$ cat src/rtl/dcache_pkg.sv
// rtl/dcache_pkg.sv - shared types, funct3 codes and address-split widths for the data cache
package dcache_pkg;

    typedef enum logic [1:0] {
        IDLE   = 2'd0,
        REFILL = 2'd1,
        WRITE  = 2'd2,
        WDONE  = 2'd3
    } state_t;

    localparam logic [2:0] F3_B  = 3'b000;
    localparam logic [2:0] F3_H  = 3'b001;
    localparam logic [2:0] F3_W  = 3'b010;
    localparam logic [2:0] F3_BU = 3'b100;
    localparam logic [2:0] F3_HU = 3'b101;

    localparam int DEF_ADDRESS_WIDTH  = 32;
    localparam int DEF_SETS           = 16;
    localparam int DEF_WORDS_PER_LINE = 4;

    // Address split: tag | index | word | byte offset
    localparam int OFFSET_W = 2;
    localparam int WORD_W   = $clog2(DEF_WORDS_PER_LINE);
    localparam int INDEX_W  = $clog2(DEF_SETS);
    localparam int TAG_W    = DEF_ADDRESS_WIDTH - INDEX_W - WORD_W - OFFSET_W;

endpackage

$ cat src/rtl/dcache_align.sv
// rtl/dcache_align.sv - byte strobes, store lane replication and load extraction/extension
module dcache_align
    import dcache_pkg::*;
#(
    parameter int DATA_WIDTH = 32
) (
    input  logic [2:0]            mem_ctrl,
    input  logic [OFFSET_W-1:0]   offset,
    input  logic [DATA_WIDTH-1:0] store_data,
    input  logic [DATA_WIDTH-1:0] load_word,
    output logic [3:0]            strobe,
    output logic [DATA_WIDTH-1:0] lane_data,
    output logic [DATA_WIDTH-1:0] load_data
);

    logic [7:0]  byte_sel;
    logic [15:0] half_sel;

    // Store side: unknown codes fall back to a full-word write
    always_comb begin
        strobe    = 4'b1111;
        lane_data = store_data;
        case (mem_ctrl)
            F3_B, F3_BU: begin
                strobe    = 4'b0001 << offset;
                lane_data = {4{store_data[7:0]}};
            end
            F3_H, F3_HU: begin
                strobe    = 4'b0011 << {offset[1], 1'b0};
                lane_data = {2{store_data[15:0]}};
            end
            default: begin
                strobe    = 4'b1111;
                lane_data = store_data;
            end
        endcase
    end

    // Load side: pick the lane, then sign- or zero-extend; halves ignore offset[0]
    always_comb begin
        byte_sel  = load_word[8*offset +: 8];
        half_sel  = load_word[16*offset[1] +: 16];
        load_data = load_word;
        case (mem_ctrl)
            F3_B:    load_data = {{24{byte_sel[7]}}, byte_sel};
            F3_BU:   load_data = {24'b0, byte_sel};
            F3_H:    load_data = {{16{half_sel[15]}}, half_sel};
            F3_HU:   load_data = {16'b0, half_sel};
            default: load_data = load_word;
        endcase
    end

endmodule

$ cat src/rtl/dcache_controller.sv
// rtl/dcache_controller.sv - direct-mapped write-through no-write-allocate data cache
module dcache_controller
    import dcache_pkg::*;
#(
    parameter int DATA_WIDTH     = 32,
    parameter int ADDRESS_WIDTH  = 32,
    parameter int SETS           = 16,
    parameter int WORDS_PER_LINE = 4
) (
    input  logic                     clk,
    input  logic                     rst,
    input  logic                     req_valid,
    input  logic                     req_write,
    input  logic [2:0]               mem_ctrl,
    input  logic [ADDRESS_WIDTH-1:0] addr,
    input  logic [DATA_WIDTH-1:0]    wdata,
    output logic [DATA_WIDTH-1:0]    rdata,
    output logic                     stall,
    output logic                     mem_req,
    output logic                     mem_we,
    output logic [ADDRESS_WIDTH-1:0] mem_addr,
    output logic [DATA_WIDTH-1:0]    mem_wdata,
    output logic [3:0]               mem_wstrb,
    input  logic                     mem_ack,
    input  logic [DATA_WIDTH-1:0]    mem_rdata
);

    localparam int LINE_W = WORD_W + OFFSET_W;

    state_t                state_q, state_d;
    logic [WORD_W-1:0]     beat_q;
    logic [SETS-1:0]       valid_q;
    logic [TAG_W-1:0]      tag_q  [SETS];
    logic [DATA_WIDTH-1:0] data_q [SETS][WORDS_PER_LINE];

    logic [OFFSET_W-1:0]   offset;
    logic [WORD_W-1:0]     word;
    logic [INDEX_W-1:0]    index;
    logic [TAG_W-1:0]      tag;
    logic                  hit;
    logic                  last_beat;
    logic                  refill_ack;
    logic [3:0]            strobe;
    logic [DATA_WIDTH-1:0] lane_data;
    logic [DATA_WIDTH-1:0] load_data;

    assign offset     = addr[OFFSET_W-1:0];
    assign word       = addr[LINE_W-1:OFFSET_W];
    assign index      = addr[LINE_W+INDEX_W-1:LINE_W];
    assign tag        = addr[ADDRESS_WIDTH-1:LINE_W+INDEX_W];
    assign hit        = valid_q[index] && (tag_q[index] == tag);
    assign last_beat  = (beat_q == WORD_W'(WORDS_PER_LINE - 1));
    assign refill_ack = (state_q == REFILL) && mem_ack;

    dcache_align #(
        .DATA_WIDTH (DATA_WIDTH)
    ) u_align (
        .mem_ctrl   (mem_ctrl),
        .offset     (offset),
        .store_data (wdata),
        .load_word  (data_q[index][word]),
        .strobe     (strobe),
        .lane_data  (lane_data),
        .load_data  (load_data)
    );

    // Next state and all outputs; memory-side outputs are held purely by state plus the stalled request
    always_comb begin
        state_d   = state_q;
        stall     = 1'b0;
        rdata     = '0;
        mem_req   = 1'b0;
        mem_we    = 1'b0;
        mem_addr  = '0;
        mem_wdata = '0;
        mem_wstrb = '0;
        case (state_q)
            IDLE: begin
                if (req_valid) begin
                    if (req_write) begin
                        stall   = 1'b1;
                        state_d = WRITE;
                    end else if (hit) begin
                        rdata = load_data;
                    end else begin
                        stall   = 1'b1;
                        state_d = REFILL;
                    end
                end
            end
            REFILL: begin
                stall    = 1'b1;
                mem_req  = 1'b1;
                mem_addr = {tag, index, beat_q, {OFFSET_W{1'b0}}};
                if (mem_ack && last_beat) state_d = IDLE;
            end
            WRITE: begin
                stall     = 1'b1;
                mem_req   = 1'b1;
                mem_we    = 1'b1;
                mem_addr  = {addr[ADDRESS_WIDTH-1:OFFSET_W], {OFFSET_W{1'b0}}};
                mem_wdata = lane_data;
                mem_wstrb = strobe;
                if (mem_ack) state_d = WDONE;
            end
            WDONE: begin
                state_d = IDLE;
            end
            default: state_d = IDLE;
        endcase
    end

    // State, beat counter and valid bits; a line is invalid from miss detection until its last beat lands
    always_ff @(posedge clk) begin
        if (rst) begin
            state_q <= IDLE;
            beat_q  <= '0;
            valid_q <= '0;
        end else begin
            state_q <= state_d;
            if (state_q == IDLE && req_valid && !req_write && !hit) begin
                beat_q         <= '0;
                valid_q[index] <= 1'b0;
            end
            if (refill_ack) begin
                beat_q <= beat_q + WORD_W'(1);
                if (last_beat) valid_q[index] <= 1'b1;
            end
        end
    end

    // Tag/data arrays: refill beats, and byte-merge of store hits on the store's IDLE edge
    always_ff @(posedge clk) begin
        if (!rst && refill_ack) begin
            data_q[index][beat_q] <= mem_rdata;
            if (last_beat) tag_q[index] <= tag;
        end
        if (!rst && state_q == IDLE && req_valid && req_write && hit) begin
            for (int b = 0; b < 4; b++) begin
                if (strobe[b]) data_q[index][word][8*b +: 8] <= lane_data[8*b +: 8];
            end
        end
    end

endmodule

$ cat config.mk
export PLATFORM = sky130hd
export DESIGN_NAME = dcache_controller
export DESIGN_NICKNAME = d
export VERILOG_FILES = /design/src/rtl/dcache_pkg.sv /design/src/rtl/dcache_align.sv /design/src/rtl/dcache_controller.sv
export SDC_FILE = /design/constraint.sdc
export NUM_CORES = 2
export LEC_CHECK = 0
export CORE_MARGIN = 5
export CORE_UTILIZATION = 35
export CTS_CLUSTER_DIAMETER = 200
export CTS_CLUSTER_SIZE = 8
export DETAILED_ROUTE_END_ITERATION = 12
export PLACE_DENSITY_LB_ADDON = 0.12
export SETUP_SLACK_MARGIN = 0.5
export SYNTH_ARGS = -nofsm -noshare
export SYNTH_HDL_FRONTEND = slang
export SYNTH_SLANG_ARGS = --single-unit
export TNS_END_PERCENT = 50
$ cat constraint.sdc
create_clock -name clk -period 5 [get_ports clk]
set_input_delay 0.5 -clock clk [delete_from_list [all_inputs] [get_ports clk]]
set_output_delay 0.5 -clock clk [all_outputs]
set_load 0.01 [all_outputs]
==> results.toml <==
[layout]
multiInputGateArea_um2 = 24400
finalInstanceArea_um2 = 121000
drive_above_1_share = 0.378
area.growth.synth_to_final_pct = 23.1
sequential_cell_area_um2 = 73400
layout.nets = 5802
final.fill_count = 24400

[placed_design]
dp_worst_setup_slack_ns = -0.511
globalplace.congestion = 0.813
placement.io_buffers = 204
detailed_place_hpwl_um = 208000
detailed_place.area_um2 = 112000

[global_route]
grt_util_all_layers = 0.210
grt_start_max_net_pins = 86
grt_first_pass_wirelength_um = 432000
met3_usage = 0.0340
globalRouteOverflowTotal = 0
number_of_antenna_violations_at_the_first_check_in_global_routing = 25
first_global_vias = 53600
globalRouteMet1Util = 0.290
global_route.usage.met2 = 0.348
globalRoute.busiestLayer = "met2"

[drt]
avgRoutedWirePerCell_um = 32.7
drt_pass1_iterations = 5
routed-via-count = 51500
drtAntennaViolNets = 0
route.detailed.drc = 0
first_iteration_detailed_routing_drc_count = 5021
via_per_inst = 5.43
finalWirelength_um = 310000

[synth]
synthSimpleGateAreaFrac = 0.0286
netlist_area_um2 = 98600
yosysUniqueCellTypes = 70
synth-compound-area-share = 0.0167
seq_area_frac_synth = 0.744
synth_xor_xnor_area_share = 0.00160
ys_warn_count = 0
postSynth.asyncResetShare = 0
synth-main-ff-cell = "sky130_fd_sc_hd__edfxtp_1"
syn_area_per_cell_um2 = 21.3
yosys-mux-area-fraction = 0.194
dominant_combinational_cell_family_by_area_after_synthesis = "multiplexers"
synth_fa_ha_area_frac = 0.00101
synth_edf_count = 2432
yosys_register_bits = 2452
synth_cells = 4628

[floorplan]
io-pin-count = 207
dieHeight_um = 541
total_die_area_um2 = 293000
core_area_um2 = 281000
die_width_um = 541
floorplan.initialDensity = 0.351
placementRows = 195

[timing]
finalHoldViolCount = 0
max_slew.worst_pin.slew_ns = 1.12
count_of_endpoints_failing_setup_in_the_final_report = 25
max-slew-margin-rel = 0.250
finalCritPeriodShare = 1.03
fin_ws_ns = -0.136
timing.final.max_slew_violations = 0
whs_ns = 0.292
clock_skew_ns = 0.0655
post-route-min-period_ns = 5.14
rsz0062_at_grt = "true"
max_frequency_mhz = 195

[clock_network]
clk_transition_reported_paths_ns = 0.05
clock_tree.buffer_depth = 4
holdBufCountCts = 0
htreeDepth = 5
tritoncts.num_buffers = 344
clock_sink_count = 2452
cts_tree = "built"
clock_insertion_delay_worst_skew_ns = 0.92
cts.root.buffer_cell = "sky130_fd_sc_hd__clkbuf_16"

[flow_run]
cap_violations = 0

[pwr]
power_density_nw_per_um2 = 388
ir_drop_mv = 0.269
power.leakage_nw = 39.5

[worst_setup_path]
crit_fanout = 4
timing.setup.critical_path_class = "register to output port"
critical_path_required_ns = 4.50
setup.worst_path.start_class = "register"
worst_ep_arrival_time_ns = 4.64
timing.critical_path.to_type = "output port"

[min_path]
min_path_type = "input pin to register"

[outcome]
violations = "setup timing"
status = "finished, violations left"
## area by class of cell
type	instances	share of cell area
Sequential cell	2452	0.605
Clock inverter	27	0.00546
Tap cell	3743	0.0386
Timing Repair Buffer	981	0.0779
Clock buffer	358	0.0713
Multi-Input combinational cell	1889	0.201
Inverter	22	0.000742
Antenna cell	17	0.000350
## per-stage QoR
step                      total power [mW]  std cells  setup TNS [ns]  utilization
final                                 47.1       9489           -1.63        0.432
after CTS                             47.7       9468           -2.61        0.431
after global routing                  48.7       9477           -5.66        0.432
after detailed placement              26.7       9069         -481.01        0.397
after global placement                26.7       9069         -518.96        0.396
after floorplan                       24.8       4629               0            -
## cell families after synthesis
group	after synthesis
AO/OA/AOI/OAI	249
adder cells (fa/ha/maj)	8
multiplexers	997
buffers and inverters	288
other	1
flip-flops	2452
XOR/XNOR	18
AND/OR/NAND/NOR	615
## per-layer routing
layer,wire (µm),up-vias
met5,22,-
met4,8290,4
met3,17900,403
met2,152000,1655
met1,132000,28100
li1,-,21300
## critical path: stages, from the launching register on
cell	delay, ns
sky130_fd_sc_hd__edfxtp_1	0.37
sky130_fd_sc_hd__mux4_2	0.49
sky130_fd_sc_hd__mux2i_2	0.29
sky130_fd_sc_hd__nand2b_1	0.16
sky130_fd_sc_hd__a21oi_1	0.06
sky130_fd_sc_hd__or4_4	0.49
sky130_fd_sc_hd__or3_1	0.32
sky130_fd_sc_hd__or4b_4	0.67
sky130_fd_sc_hd__buf_4	0.20
sky130_fd_sc_hd__buf_12	0.13
sky130_fd_sc_hd__buf_16	0.14
sky130_fd_sc_hd__a31oi_4	0.23
sky130_fd_sc_hd__buf_6	0.18
## layout by cell type (no fill, tap or decap), drive strengths merged, types with 21 or more instances in the layout
| master | Yosys | final |
|---|---|---|
| a31oi | 29 | 29 |
| a21oi | 58 | 58 |
| o21ai | 40 | 40 |
| clkbuf | 137 | 358 |
| buf | 129 | 816 |
| nand3 | 37 | 37 |
| edfxtp | 2432 | 2432 |
| and2 | 69 | 69 |
| nor2 | 325 | 325 |
| nand2 | 101 | 101 |
| clkinv | 2 | 21 |
| nor2b | 27 | 27 |
| mux4 | 713 | 713 |
| mux2 | 165 | 165 |
| o22ai | 26 | 26 |
| inv | 20 | 27 |
| mux2i | 119 | 119 |
| clkdlybuf4s50 | 0 | 165 |
## power by group
| group | internal, mW | switching, mW | total, mW |
|---|---|---|---|
| clock network | 12.3 | 8.58 | 20.9 |
| logic | 1.45 | 2.14 | 3.60 |
| registers | 22.7 | 0.0160 | 22.7 |
| total | 36.4 | 10.7 | 47.1 |
## final timing paths
kind,startpoint,endpoint,slack [ns],cells past startpoint
setup / recovery,tag_q[7][21],rdata[6],-0.14,12
setup reg to reg,tag_q[7][21],data_q[9][56],0.64,13
hold / removal,req_valid,state_q[0],0.29,3
hold reg to reg,valid_q[2],valid_q[2],0.51,2
## timing repair
| item | 4_1_cts | 5_1_grt |
|---|---|---|
| pin swaps | 8 | 2 |
| gates resized for setup | 185 | 18 |
| setup endpoints to repair | 4122 | 268 |
| setup buffers | 13 | 4 |
| gates cloned | 1 | 0 |
## sequential cells by signal, summed over array words and instances, names as in the netlist
register  count
beat_q        2
data_q     2048
state_q       2
tag_q       384
valid_q      16
## cell usage after synthesis (all sizes together), types with 4 or more instances
library cell | count | area share
o21bai | 7 | 0.00053
nand2 | 101 | 0.0038
mux2 | 165 | 0.019
a32oi | 6 | 0.00053
nor4 | 5 | 0.00032
nor3 | 9 | 0.00046
nor2 | 325 | 0.012
nand3 | 37 | 0.0025
or2 | 6 | 0.00038
o31a | 4 | 0.00036
a2bb2oi | 4 | 0.00036
ha | 8 | 0.0010
dfxtp | 20 | 0.0041
nand2b | 10 | 0.00063
or4 | 6 | 0.00046
mux2i | 119 | 0.012
clkbuf | 137 | 0.0052
a21oi | 58 | 0.0029
xor2 | 9 | 0.00080
buf | 129 | 0.0078
or3 | 4 | 0.00025
a31oi | 29 | 0.0018
o21ai | 40 | 0.0020
and3 | 5 | 0.00032
a22o | 11 | 0.00098
mux4 | 713 | 0.16
xnor2 | 9 | 0.00080
a221oi | 7 | 0.00062
o311ai | 5 | 0.00044
nor2b | 27 | 0.0017
o22ai | 26 | 0.0016
inv | 20 | 0.00076
a21o | 11 | 0.00084
nand4 | 4 | 0.00025
edfxtp | 2432 | 0.74
and2 | 69 | 0.0044
a22oi | 16 | 0.0012
(Power assumes the default switching activity.)
